`src/rtl/shift_pkg.sv`:
```
// rtl/shift_pkg.sv - shared types, widths and count resolution for the shift request stage
package shift_pkg;

   localparam int SHIFT_DATA_W = 16;
   localparam int SHIFT_CNT_W  = 4;
   localparam int SHIFT_DST_W  = 3;

   typedef enum logic [1:0] {
      OP_ROL = 2'b00,
      OP_SLL = 2'b01,
      OP_ROR = 2'b10,
      OP_SRL = 2'b11
   } shift_op_t;

   typedef struct packed {
      logic [SHIFT_DATA_W-1:0] data;
      logic [SHIFT_CNT_W-1:0]  cnt;
      shift_op_t               op;
      logic [SHIFT_DST_W-1:0]  dst;
   } shift_req_t;

   // Register-sourced counts only use the low bits; a 16-bit shifter never needs more.
   function automatic logic [SHIFT_CNT_W-1:0] resolve_cnt(
      input logic                    src,
      input logic [SHIFT_CNT_W-1:0]  imm,
      input logic [SHIFT_DATA_W-1:0] rg
   );
      return src ? rg[SHIFT_CNT_W-1:0] : imm;
   endfunction

endpackage

```
`src/rtl/shift_skid_slot.sv`:
```
// rtl/shift_skid_slot.sv - one buffered shift request with its valid bit
module shift_skid_slot
   import shift_pkg::*;
(
   input  logic       clk,
   input  logic       rst_n,
   input  logic       load,
   input  logic       clear,
   input  shift_req_t d,
   output logic       valid,
   output shift_req_t q
);

   // Load wins over clear; clearing only drops valid so held payload bits do not toggle.
   always_ff @(posedge clk or negedge rst_n) begin
      if (!rst_n) begin
         valid <= 1'b0;
         q     <= '0;
      end else if (load) begin
         valid <= 1'b1;
         q     <= d;
      end else if (clear) begin
         valid <= 1'b0;
      end
   end

endmodule

```
`src/rtl/shift_req_stage.sv`:
```
// rtl/shift_req_stage.sv - shift request capture and 2-entry skid ahead of the barrel shifter; SHIFT_REQ_PERF_EN builds the stall counter
module shift_req_stage
   import shift_pkg::*;
#(
   parameter int DATA_W = SHIFT_DATA_W,
   parameter int CNT_W  = SHIFT_CNT_W,
   parameter int DST_W  = SHIFT_DST_W
) (
   input  logic              clk,
   input  logic              rst_n,
   input  logic              flush,
   input  logic              in_valid,
   output logic              in_ready,
   input  logic [DATA_W-1:0] in_data,
   input  logic [1:0]        in_op,
   input  logic              in_cnt_src,
   input  logic [CNT_W-1:0]  in_imm,
   input  logic [DATA_W-1:0] in_reg,
   input  logic [DST_W-1:0]  in_dst,
   output logic              out_valid,
   input  logic              out_ready,
   output logic [DATA_W-1:0] out_data,
   output logic [CNT_W-1:0]  out_cnt,
   output logic [1:0]        out_op,
   output logic [DST_W-1:0]  out_dst,
   output logic              out_nop,
   output logic [15:0]       perf_stall_cnt
);

   logic       accept;
   logic       drain;
   shift_req_t new_req;
   logic       main_valid, skid_valid;
   shift_req_t main_q, skid_q, main_d;
   logic       main_load, main_clear, skid_load, skid_clear;

   assign accept  = in_valid & in_ready;
   assign drain   = out_valid & out_ready;
   assign new_req = '{data: in_data,
                      cnt:  resolve_cnt(in_cnt_src, in_imm, in_reg),
                      op:   shift_op_t'(in_op),
                      dst:  in_dst};

   // Slot control: the (main_valid, skid_valid) pair is the state; flush overrides everything.
   always_comb begin
      main_load  = 1'b0;
      main_clear = 1'b0;
      main_d     = new_req;
      skid_load  = 1'b0;
      skid_clear = 1'b0;
      if (flush) begin
         main_clear = 1'b1;
         skid_clear = 1'b1;
      end else if (skid_valid) begin
         if (drain) begin
            main_load  = 1'b1;
            main_d     = skid_q;
            skid_clear = 1'b1;
         end
      end else if (main_valid) begin
         if (accept && drain) begin
            main_load = 1'b1;
         end else if (accept) begin
            skid_load = 1'b1;
         end else if (drain) begin
            main_clear = 1'b1;
         end
      end else if (accept) begin
         main_load = 1'b1;
      end
   end

   shift_skid_slot u_main (
      .clk   (clk),
      .rst_n (rst_n),
      .load  (main_load),
      .clear (main_clear),
      .d     (main_d),
      .valid (main_valid),
      .q     (main_q)
   );

   shift_skid_slot u_skid (
      .clk   (clk),
      .rst_n (rst_n),
      .load  (skid_load),
      .clear (skid_clear),
      .d     (new_req),
      .valid (skid_valid),
      .q     (skid_q)
   );

   // in_ready comes straight from the skid flop, so out_ready never reaches it combinationally.
   assign in_ready  = ~skid_valid;
   assign out_valid = main_valid;
   assign out_data  = main_q.data;
   assign out_cnt   = main_q.cnt;
   assign out_op    = main_q.op;
   assign out_dst   = main_q.dst;
   assign out_nop   = (main_q.cnt == '0);

`ifdef SHIFT_REQ_PERF_EN
   logic [15:0] stall_q;

   // Count cycles the shifter holds off a presented request; saturates, survives flush.
   always_ff @(posedge clk or negedge rst_n) begin
      if (!rst_n) begin
         stall_q <= '0;
      end else if (out_valid && !out_ready && (stall_q != 16'hFFFF)) begin
         stall_q <= stall_q + 16'd1;
      end
   end

   assign perf_stall_cnt = stall_q;
`else
   assign perf_stall_cnt = '0;
`endif

endmodule

```
`config.mk`:
```
export PLATFORM = sky130hd
export DESIGN_NAME = shift_req_stage
export DESIGN_NICKNAME = d
export VERILOG_FILES = /design/src/rtl/shift_pkg.sv /design/src/rtl/shift_skid_slot.sv /design/src/rtl/shift_req_stage.sv
export SDC_FILE = /design/constraint.sdc
export NUM_CORES = 1
export LEC_CHECK = 0
export CORE_MARGIN = 2
export CORE_UTILIZATION = 45
export CTS_CLUSTER_DIAMETER = 120
export DETAILED_ROUTE_END_ITERATION = 8
export GPL_TIMING_DRIVEN = 0
export PLACE_DENSITY = 0.79
export SLEW_MARGIN = 20
export SYNTH_ARGS = -nofsm -noshare
export SYNTH_HDL_FRONTEND = slang
export SYNTH_SLANG_ARGS = --single-unit
```
`constraint.sdc`:
```
create_clock -name clk -period 2.15 [get_ports clk]
set_input_delay 0.215 -clock clk [delete_from_list [all_inputs] [get_ports clk]]
set_output_delay 0.215 -clock clk [all_outputs]
set_load 0.05 [all_outputs]
```
==> impl_metrics.json, run 1 <==
{
  "power_density_mw_per_mm2": 921,
  "finalSetupViolCount": 0,
  "wl_met2_um": 2140,
  "drt_wl_total_um": 4480,
  "wl_met1_um": 1980,
  "synth_seq_area_share": 0.517,
  "required_ps": 1930,
  "hold_class": "input port to async pin",
  "power_mw": 3.12,
  "multi_input_area_mm2": 0.00110,
  "worst_slack_ps": 127,
  "top_layer": "met4",
  "critPathLaunch": "u_main.q[6]$_DFFE_PN0P_",
  "clock_sinks": 52,
  "ys_seq_elements": 52,
  "rr_startpoint": "u_main.valid$_DFFE_PN0P_",
  "clk_latency_ps": 300,
  "drive_gt1_frac": 0.449,
  "finalHoldViolCount": 0,
  "cp_max_fo": 3,
  "area_growth_pct": 34.8,
  "clkTransAtPathRegs_ps": 90,
  "grt_pass1_vias": 1549,
  "cpPeakStageDelay_ps": 840,
  "status": "completed",
  "worst_pin_slew_ps": 643,
  "dp_hpwl_um": 3260,
  "wl_per_cell_um": 13.7,
  "cts_tree": "yes",
  "start_util": 0.462,
  "synth_warnings": 0,
  "finClkSkew_ps": 6.06,
  "grt_setup_unrepaired": "no",
  "num-fill-cells": 441,
  "grt_usage": 0.154,
  "critical_path.slowest_cell": "clkdlybuf4s50_1",
  "vias": 1521,
  "p_leak_nw": 1.47,
  "critPathKind": "flip-flop to output pin",
  "core_mm2": 0.00544,
  "synthCells": 168,
  "die_w_um": 78.8,
  "final_common_cell": "mux2_2",
  "row_count": 27,
  "startpoint_type": "flip-flop",
  "cts_made_buffers": 5,
  "ant_nets": 0,
  "endpoint_kind": "output pin",
  "peakVddDrop_mv": 0.558,
  "fin_nets": 300,
  "grt_start_max_net_pins": 53,
  "htreeDepth": 2,
  "route.detailed.drc": 0,
  "antenna_found_initial": 0,
  "clk_path_buf_depth": 2,
  "synth_top_area_cell": "dfrtp_1",
  "grt_pass1_wl_um": 7450,
  "avgViaCountPerCell": 4.67,
  "relSlewSlack": 0.571,
  "fmax_mhz": 494,
  "seq_area_mm2": 0.00130,
  "dieArea_mm2": 0.00620,
  "ios": 91,
  "crit_path_cell_trace": "nor4_2 -> clkdlybuf4s50_1",
  "synth_cell_types": 21,
  "finalSetupTns_ps": 0,
  "die_h_um": 78.8,
  "antenna_cells": 0,
  "period_needed_ps": 2020,
  "root_buffer": "clkbuf_8",
  "first_iter_violations": 29,
  "syn_area_per_cell_um2": 15.0,
  "post-cts-setup-buffers": 0,
  "synth_area_mm2": 0.00251,
  "final_cell_mix": "mux2_2, clkdlybuf4s50_1, dfrtp_1, buf_4, conb_1",
  "period_share": 0.941,
  "drv_cap": 0,
  "wl_met3_um": 329,
  "place_congestion": 0.662,
  "synth_top_area_frac": 0.517,
  "whs_ps": 471,
  "crit_arrival_ps": 1810,
  "grt_overflow": 0,
  "place_ws_ps": -69.4,
  "maxSlewViolCount": 0,
  "synthTopCellsByArea": "dfrtp_1, mux2_2, buf_4",
  "drtPass1Iterations": 2,
  "post-route-util": 0.623,
  "io_buffers": 62
}
==> power breakdown <==
group          switching (mW)  leakage, nW  total, mW  internal [mW]
combinational           0.674        0.800       1.19          0.514
clock                   0.314       0.0445      0.577          0.262
sequential              0.133        0.627       1.36           1.22
total                    1.12         1.47       3.12           2.00
==> area by class of cell <==
cell class,instances,area share
Multi-Input combinational cell,107,0.324
Sequential cell,52,0.384
Tap cell,72,0.0266
Inverter,2,0.00221
Timing Repair Buffer,63,0.185
Buffer,22,0.0506
Clock inverter,1,0.00221
Clock buffer,7,0.0255
==> final timing paths <==
path                                                  to  slack, ps  cells after the start
min in group clk                 u_skid.q[9]$_DFFE_PN0P_        490                      1
worst min-delay path            u_main.q[18]$_DFFE_PN0P_        470                      2
max in group asynchronous       u_main.q[12]$_DFFE_PN0P_       1240                      2
worst min register to register   u_skid.q[9]$_DFFE_PN0P_        490                      1
worst max register to register  u_main.q[24]$_DFFE_PN0P_        190                      4
worst max-delay path                             out_nop        130                      2
==> cells in the mapped netlist, drive strengths merged <==
| cell | number |
|---|---|
| inv | 2 |
| nor4 | 1 |
| nand2 | 1 |
| nand4b | 1 |
| buf | 22 |
| dfrtp | 52 |
| or2 | 1 |
| o21ai | 1 |
| nand2b | 1 |
| mux2 | 79 |
| nor2 | 1 |
| conb | 1 |
| nor4b | 1 |
| a211oi | 2 |
| a21oi | 2 |
==> worst max-delay path: cells and delay by family (launching register included) <==
| family | cells | cell delay [ps] |
|---|---|---|
| simple gates | 1 | 260 |
| flops | 1 | 420 |
| buf+inv | 1 | 840 |
==> flip-flops by register name (all words and copies together) (netlist names) <==
name	count
u_skid.valid	1
u_main.valid	1
u_skid.q	25
u_main.q	25
==> routing by layer <==
layer | global-route usage | vias to the layer above
met2 | 0.250 | 49
met5 | 0 | -
met4 | 0.0421 | 0
met3 | 0.0489 | 4
met1 | 0.200 | 735
li1 | - | 733
==> kinds of logic (layout without fill, tap and decap cells) <==
logic type | Yosys count | in the layout | share of synthesized area
muxes | 79 | 79 | 0.360
DFF | 52 | 52 | 0.517
buffers and inverters | 24 | 95 | 0.0711
and+or+nand+nor | 7 | 7 | 0.0333
AOI/OAI and AO/OA | 5 | 5 | 0.0169
other | 1 | 16 | 0.00149
==> through the flow <==
step,cell area [um2],std cells
final,3390,326
after global routing,3390,326
after CTS,3390,326
after detailed placement,3290,317
after global placement,3290,317
after floorplan,2580,183
==> timing repair <==
item | in CTS | in global routing
gates resized for setup | 0 | 0
hold endpoints to repair | 52 | 0
hold buffers | 1 | 0
Note: power is estimated with default switching activity, not from simulation.
==> run 2: changes to the inputs <==
Settings changed: CORE_UTILIZATION 45 to 35, PLACE_DENSITY 0.79 to 0.63.
==> impl_metrics.json, run 2 (synthesized netlist as in run 1, its figures left out) <==
{
  "antenna_cells": 0,
  "die_w_um": 88.8,
  "place_congestion": 0.625,
  "maxSlewViolCount": 0,
  "row_count": 30,
  "met1_usage": 0.158,
  "final_common_cell": "mux2_2",
  "ios": 91,
  "grt_pass1_vias": 1595,
  "critical-path-top-delay-family": "buffers and inverters",
  "grt_usage": 0.124,
  "cpPeakStageDelay_ps": 840,
  "clk_path_buf_depth": 2,
  "whs_ps": 468,
  "clock_sinks": 52,
  "antenna_found_initial": 0,
  "hold_class": "input port to async pin",
  "cts_tree": "yes",
  "drtPass1Iterations": 2,
  "finalSetupViolCount": 0,
  "dieArea_mm2": 0.00788,
  "drv_cap": 0,
  "period_share": 0.940,
  "crit_arrival_ps": 1810,
  "post-route-util": 0.500,
  "worst_slack_ps": 129,
  "grt_pass1_wl_um": 7460,
  "reg2reg_depth": 4,
  "place_ws_ps": -67.5,
  "finClkSkew_ps": 10.0,
  "io_buffers": 62,
  "htreeDepth": 2,
  "crit_buf_inv": 1,
  "num-fill-cells": 625,
  "r2r-end": "u_main.q[3]$_DFFE_PN0P_",
  "fin_nets": 300,
  "dp_hpwl_um": 3240,
  "core_mm2": 0.00687,
  "final_cell_mix": "mux2_2, clkdlybuf4s50_1, dfrtp_1, buf_4, conb_1",
  "gr-usage-met3": 0.0494,
  "relSlewSlack": 0.558,
  "p_leak_nw": 1.48,
  "worst_pin_slew_ps": 664,
  "power_frac_seq": 0.423,
  "status": "completed",
  "p_comb_frac": 0.370,
  "start_util": 0.366,
  "grt_setup_unrepaired": "no",
  "die_h_um": 88.8,
  "drt_wl_total_um": 4610,
  "grt_start_max_net_pins": 53,
  "first_iter_violations": 22,
  "finalHoldViolCount": 0,
  "cp_max_fo": 3,
  "cts_made_buffers": 5,
  "power.switching_mw": 1.12,
  "top_usage_layer": "met2",
  "area_growth_pct": 36.5,
  "top_regs": "u_main.q (25), u_skid.q (25)",
  "clkTransAtPathRegs_ps": 100,
  "grt_overflow": 0,
  "use_met2": 0.197,
  "peakVddDrop_mv": 0.423,
  "clkPwrFrac": 0.207,
  "ant_nets": 0,
  "wl_per_cell_um": 13.2,
  "critPathKind": "flip-flop to output pin",
  "fmax_mhz": 495,
  "avgViaCountPerCell": 4.39,
  "drive_gt1_frac": 0.449,
  "clk_latency_ps": 300,
  "r2r_setup_slack_ps": 210,
  "rr_startpoint": "u_skid.valid$_DFFE_PN0P_",
  "required_ps": 1930,
  "root_buffer": "clkbuf_8",
  "crit_path_cell_trace": "nor4_2 -> clkdlybuf4s50_1",
  "route.detailed.drc": 0,
  "endpoint_kind": "output pin",
  "startpoint_type": "flip-flop",
  "vias": 1537,
  "post-cts-setup-buffers": 0,
  "power_density_mw_per_mm2": 933,
  "p_sw_frac": 0.349,
  "p_int_mw": 2.08,
  "critical_path.slowest_cell": "clkdlybuf4s50_1",
  "period_needed_ps": 2020
}
[run 2: changes by cell type in the layout (fill, tap and decap cells not counted)]
cell / before / now
clkbuf_8: 6 / 5
bufinv_16: 0 / 1
clkinv_2: 0 / 1
clkinvlp_4: 1 / 0
[run 2: timing repair]
action,CTS,global route
endpoints found under the hold margin,52,0
hold buffers,1,0
gates resized for setup,0,0
[run 2: through the flow]
stage / instances / cell area, um2 / total power [mW] / setup TNS, ps
2_1_floorplan: 183 / 2580 / 2.17 / 0
3_3_place_gp: 341 / 3320 / 2.55 / -44620
4_1_cts: 350 / 3430 / 3.25 / 0
3_5_place_dp: 341 / 3320 / 2.57 / -1210
6_report: 350 / 3430 / 3.20 / 0
5_1_grt: 350 / 3430 / 3.38 / 0
[run 2: per-layer routing]
layer  vias up  share of wire  wire length (um)
li1        735              -                 -
met1       742           0.46              2110
met2        56           0.45              2060
met3         4          0.087               402
met4         0         0.0080                37
met5         -              0                 0
[run 2: worst max-delay path by stage]
stage / start / to / depth (start not counted)
floorplan: u_main.valid$_DFFE_PN0P_ / u_main.q[22]$_DFFE_PN0P_ / 4
global placement: rst_n / u_skid.valid$_DFFE_PN0P_ / 1
detailed placement: out_ready / u_main.q[24]$_DFFE_PN0P_ / 5
CTS: u_main.q[6]$_DFFE_PN0P_ / out_nop / 2
global route: u_main.q[6]$_DFFE_PN0P_ / out_nop / 2
finish: u_main.q[6]$_DFFE_PN0P_ / out_nop / 2
[run 2: cell type report]
cell class / count / area, um2 / share of cell area
buffer: 22 / 171 / 0.0499
clock buffer: 6 / 72.6 / 0.0211
inverter: 2 / 7.51 / 0.00219
sequential: 52 / 1300 / 0.379
tap: 96 / 120 / 0.0350
multi-input combinational: 107 / 1100 / 0.320
timing repair buffer: 63 / 628 / 0.183
clock inverter: 2 / 35.0 / 0.0102
[run 2: power groups by stage]
stage	sequential, mW	combinational [mW]	clock, mW
2_1_floorplan	1.76	0.409	0
4_1_cts	1.36	1.20	0.694
6_report	1.35	1.19	0.663
3_5_place_dp	1.38	1.19	0
5_1_grt	1.39	1.25	0.740
3_3_place_gp	1.37	1.18	0
